File: src/rtl/regfile_write_bank.sv
// -----------------------------------------------------------------------------
// regfile_write_bank
//
// Write side of the 32-entry register file. It holds 32 registers of N bits,
// decodes the 5-bit write index into a one-hot strobe, and exposes the whole
// bank as a flat bus that the existing 32:1 read muxes slice. A bulk-clear
// engine zeroes the bank one entry per cycle. While it runs, writes are held
// off through wr_ready.
//
// Parameters
//   N         width of each register
//   ZERO_REG  1: register 0 is hardwired to zero and writes to it are dropped
//
// Ports
//   clk        system clock, rising edge
//   rst        synchronous active-low reset
//   wr_ena     write request
//   wr_addr    write register index 0..31
//   wr_data    write data
//   wr_ready   a write can be accepted this cycle
//   clr_start  request a bulk clear of all 32 registers
//   busy       bulk clear in progress (registered)
//   wr_strobe  one-hot decode of the write accepted this cycle
//   regs       flat register contents; register k is at [k*N +: N]
// -----------------------------------------------------------------------------
module regfile_write_bank #(
    parameter int N        = 32,
    parameter int ZERO_REG = 1
) (
    input  logic              clk,
    input  logic              rst,
    input  logic              wr_ena,
    input  logic [4:0]        wr_addr,
    input  logic [N-1:0]      wr_data,
    output logic              wr_ready,
    input  logic              clr_start,
    output logic              busy,
    output logic [31:0]       wr_strobe,
    output logic [32*N-1:0]   regs
);

    typedef enum logic {
        IDLE  = 1'b0,
        CLEAR = 1'b1
    } state_t;

    state_t         state_r;
    logic [4:0]     cnt_r;
    logic           busy_r;
    logic [N-1:0]   regs_r [32];

    logic           wr_accept_s;
    logic           wr_discard_s;

    // Write handshake. wr_ready drops during reset so that a request held
    // across reset is not counted as accepted.
    always_comb begin
        wr_ready     = 1'b0;
        wr_accept_s  = 1'b0;
        wr_discard_s = 1'b0;
        wr_strobe    = 32'd0;
        if (rst && (state_r == IDLE)) begin
            wr_ready = 1'b1;
        end else begin
            wr_ready = 1'b0;
        end
        wr_accept_s = wr_ena & wr_ready;
        if (wr_accept_s) begin
            // The strobe still fires for a dropped write to register 0.
            wr_strobe = 32'd1 << wr_addr;
        end else begin
            wr_strobe = 32'd0;
        end
        if ((ZERO_REG == 1) && (wr_addr == 5'd0)) begin
            wr_discard_s = 1'b1;
        end else begin
            wr_discard_s = 1'b0;
        end
    end

    // Register bank, clear sequencer and busy flag.
    always_ff @(posedge clk) begin
        if (!rst) begin
            state_r <= IDLE;
            cnt_r   <= 5'd0;
            busy_r  <= 1'b0;
            for (int i = 0; i < 32; i++) begin
                regs_r[i] <= {N{1'b0}};
            end
        end else begin
            case (state_r)
                IDLE: begin
                    if (wr_accept_s && !wr_discard_s) begin
                        regs_r[wr_addr] <= wr_data;
                    end
                    // A write on the same edge lands first; the sweep
                    // reaches that register later and zeroes it.
                    if (clr_start) begin
                        state_r <= CLEAR;
                        cnt_r   <= 5'd0;
                        busy_r  <= 1'b1;
                    end
                end
                CLEAR: begin
                    // clr_start is ignored here: no restart, no extension.
                    regs_r[cnt_r] <= {N{1'b0}};
                    cnt_r         <= cnt_r + 5'd1;
                    if (cnt_r == 5'd31) begin
                        state_r <= IDLE;
                        busy_r  <= 1'b0;
                    end
                end
                default: begin
                    state_r <= IDLE;
                    cnt_r   <= 5'd0;
                    busy_r  <= 1'b0;
                end
            endcase
        end
    end

    assign busy = busy_r;

    // Flatten the bank for the read muxes.
    for (genvar k = 0; k < 32; k++) begin : g_flat
        assign regs[k*N +: N] = regs_r[k];
    end

endmodule

File: config.mk
export PLATFORM = sky130hd
export DESIGN_NAME = regfile_write_bank
export DESIGN_NICKNAME = d
export VERILOG_FILES = /design/src/rtl/regfile_write_bank.sv
export SDC_FILE = /design/constraint.sdc
export NUM_CORES = 1
export LEC_CHECK = 0
export ABC_AREA = 1
export BUFFER_PORTS_ARGS = -buffer_cell sky130_fd_sc_hd__buf_2
export CAP_MARGIN = 20
export CORE_AREA = 2 2 425 427
export CTS_CLUSTER_SIZE = 24
export DETAILED_ROUTE_END_ITERATION = 6
export DIE_AREA = 0 0 427 429
export PLACE_DENSITY_LB_ADDON = 0.12
export RECOVER_POWER = 100
export SLEW_MARGIN = 20
export SYNTH_ARGS = -nofsm -noshare
export SYNTH_HDL_FRONTEND = slang
export SYNTH_SLANG_ARGS = --single-unit
File: constraint.sdc
create_clock -name clk -period 4.5 [get_ports clk]
set_input_delay 0.9 -clock clk [delete_from_list [all_inputs] [get_ports clk]]
set_output_delay 0.9 -clock clk [all_outputs]
set_load 0.02 [all_outputs]
==> reports/metrics.csv <==
metric,value,unit
violations,"capacitance limit, slew limit",
path_cells,"nand2_4, nand2_1, nand2_1, nor2_1, clkbuf_1, nand3_1, o21ai_2, buf_4",
antenna_found_initial,9,
max-cap-violations,10,
hold_depth,2,
cts_buffer_depth,3,
cts_hold_buffers,0,
synth_area_per_cell,14.8,um2
worst_hold_slack,471,ps
grt_max_degree,124,
min_to,busy,
grt_pass1_vias,25200,
drc,0,
powerDensity,465,nW/um2
post_cts_resized,0,
die_h,429,um
regToRegSetupSlack,590,ps
hpwl,123000,um
worstReg2RegEnd,regs_r[22][29],
netSwitchingFraction,27.4,%
stdcell_area,47900,um2
syn_area,37100,um2
cp_max_fo,18,
outcome,finished with violations,
clk_latency,770,ps
yosysTopAreaCell,edfxtp_1,
drt-vias-per-instance,4.24,
slowest_stage,o21ai_2,
cp.arrival,4340,ps
hold_viol,0,
totalWireLength,186000,um
power.internal,16.1,mW
dieArea,183000,um2
combPwrFrac,9.6,%
synth.area.top_cells,"edfxtp_1, nor2_1, nor3_1",
worst_pin_slew,2060,ps
max_slew_margin,-37.2,%
worstSetupEndpointType,register,
pre_cts_slack,569,ps
cts_buffers,119,
cts_sinks,1031,
nets,3663,
htree_levels,3,
synth_warnings,0,
drive_gt1_share,9.15,%
synthCells,2507,
synth_top_area_share,83.0,%
area_growth,29.2,%
io_buffers,1098,
io_pins,1099,
cp_data_required_time,4930,ps
mostFrequentLayoutCells,"clkbuf_1, edfxtp_1, nor2_1, nor3_1, clkbuf_16",
first_pass_iters,6,
hp-class,register to register,
vias,25700,
synth.distinct_cells,23,
max_stage_delay,940,ps
wl_per_cell,30.6,um
cts_tree,done,
slew_viol_final,338,
setup-violations-final,0,
min_from,busy,
clk_pin_slew,60,ps
critical_path_class,register to register,
gr-total-overflow,0,
core,178000,um2
rows,155,
switching_power,6.10,mW
skew,59.4,ps
reg2regPathDepth,8,
rsz0062_at_grt,false,
start_util,20.8,%
final.period_utilization,86.9,%
place_congestion,0.793,
postCtsSetupBuffers,0,
p_leak,16.2,nW
ir_worst_vdd,372,uV
final_common_cell,clkbuf_1,
clockRootBuffer,clkbuf_16,
grt_pass1_wl,242000,um
fin_crit,3910,ps
seq_power_share,49.8,%
pwr-share-clk,40.5,%
ys_ff_latch,1031,
placed_cell_area,46000,um2
timing.final.ws_setup,587,ps
regToRegStartpoint,state_r,
max_freq,256,MHz
critPathLaunchType,register,
path_common_cell,nand2_1,
drt_iter0_drc,1999,
yosysSeqAreaShare,83.4,%
fill_cells,19000,
grt_use_total,19.7,%
die_width,427,um
ant_nets,0,
==> flip-flops by register name, summed over array words and instances, names as in the netlist <==
signal   flops
regs_r    1024
state_r      1
cnt_r        5
busy         1
==> critical path, delay by kind of cell, from the launching register on <==
family          cells  cell delay, ps
simple gates        5             990
flops               1             700
buf+inv             2             960
compound gates      1             940
==> kinds of logic (layout without fill, tap and decap cells) <==
| kind of cell | after synthesis | count (layout) | synth area share, % |
|---|---|---|---|
| AOI/OAI and AO/OA | 21 | 21 | 0.331 |
| and+or+nand+nor | 1190 | 1190 | 13.5 |
| buffers and inverters | 262 | 1438 | 2.75 |
| other | 1 | 36 | 0.0101 |
| DFF | 1031 | 1031 | 83.4 |
| adders and majority gates | 2 | 2 | 0.0675 |
==> power groups by stage <==
stage          Clock, mW  Sequential (mW)  Combinational [mW]
2_1_floorplan          0             11.8               0.496
3_3_place_gp           0             11.3                2.36
3_5_place_dp           0             11.3                2.35
4_1_cts             9.30             11.1                2.35
5_1_grt             9.61             11.1                2.24
6_report            9.02             11.1                2.14
==> area by class of cell <==
type                            count  area (um2)  share of cell area, %
Tap cell                         2355        2950                   6.16
Inverter                           18        67.6                  0.141
Clock buffer                      155        3130                   6.55
Clock inverter                     60         354                  0.740
Multi-Input combinational cell   1245        5510                   11.5
Sequential cell                  1031       30900                   64.5
Timing Repair Buffer             1205        4950                   10.3
Antenna cell                        4        10.0                 0.0209
==> stage by stage <==
stage | std cells | total power [mW] | utilization (%) | setup TNS [ps]
floorplan | 2538 | 12.3 | - | -9270
global placement | 5854 | 13.6 | 25.9 | 0
detailed placement | 5854 | 13.6 | 25.9 | 0
CTS | 6069 | 22.7 | 27.8 | 0
global route | 6069 | 23.0 | 26.9 | 0
finish | 6073 | 22.2 | 26.9 | 0
==> layer usage <==
metal  wire, um  up-vias  part of all wire, %  global-route usage [%]
met1      70100    13400                   38                    22.7
met3      12900      229                  7.0                    4.92
li1           -    11100                    -                       -
met2      95600      970                   52                    35.1
met5          0        -                    0                       0
met4       6980        0                  3.8                    6.56
==> worst max path at each step <==
stage	cells past startpoint	to	slack [ps]	startpoint
2_1_floorplan	8	regs_r[2][0]	-140	rst
3_3_place_gp	10	regs_r[26][11]	540	rst
3_5_place_dp	10	regs_r[26][22]	570	rst
4_1_cts	10	regs_r[26][6]	860	state_r
5_1_grt	9	regs_r[12][10]	360	state_r
6_report	8	regs_r[22][29]	590	state_r
==> synth_stat cells <==
cell type / number
conb_1: 1
nor2_2: 3
o211ai_1: 1
nor2_4: 1
a211oi_1: 1
inv_2: 2
a22oi_1: 2
buf_1: 16
nand3_1: 47
edfxtp_1: 1024
inv_1: 16
nand2_2: 1
clkbuf_1: 200
nor3_1: 352
nand2_1: 91
buf_2: 28
o21ai_2: 2
nor2_1: 692
a21oi_1: 3
ha_1: 2
nand4_1: 3
dfxtp_1: 7
o21ai_0: 12
Note: power is estimated with default switching activity, not from simulation.
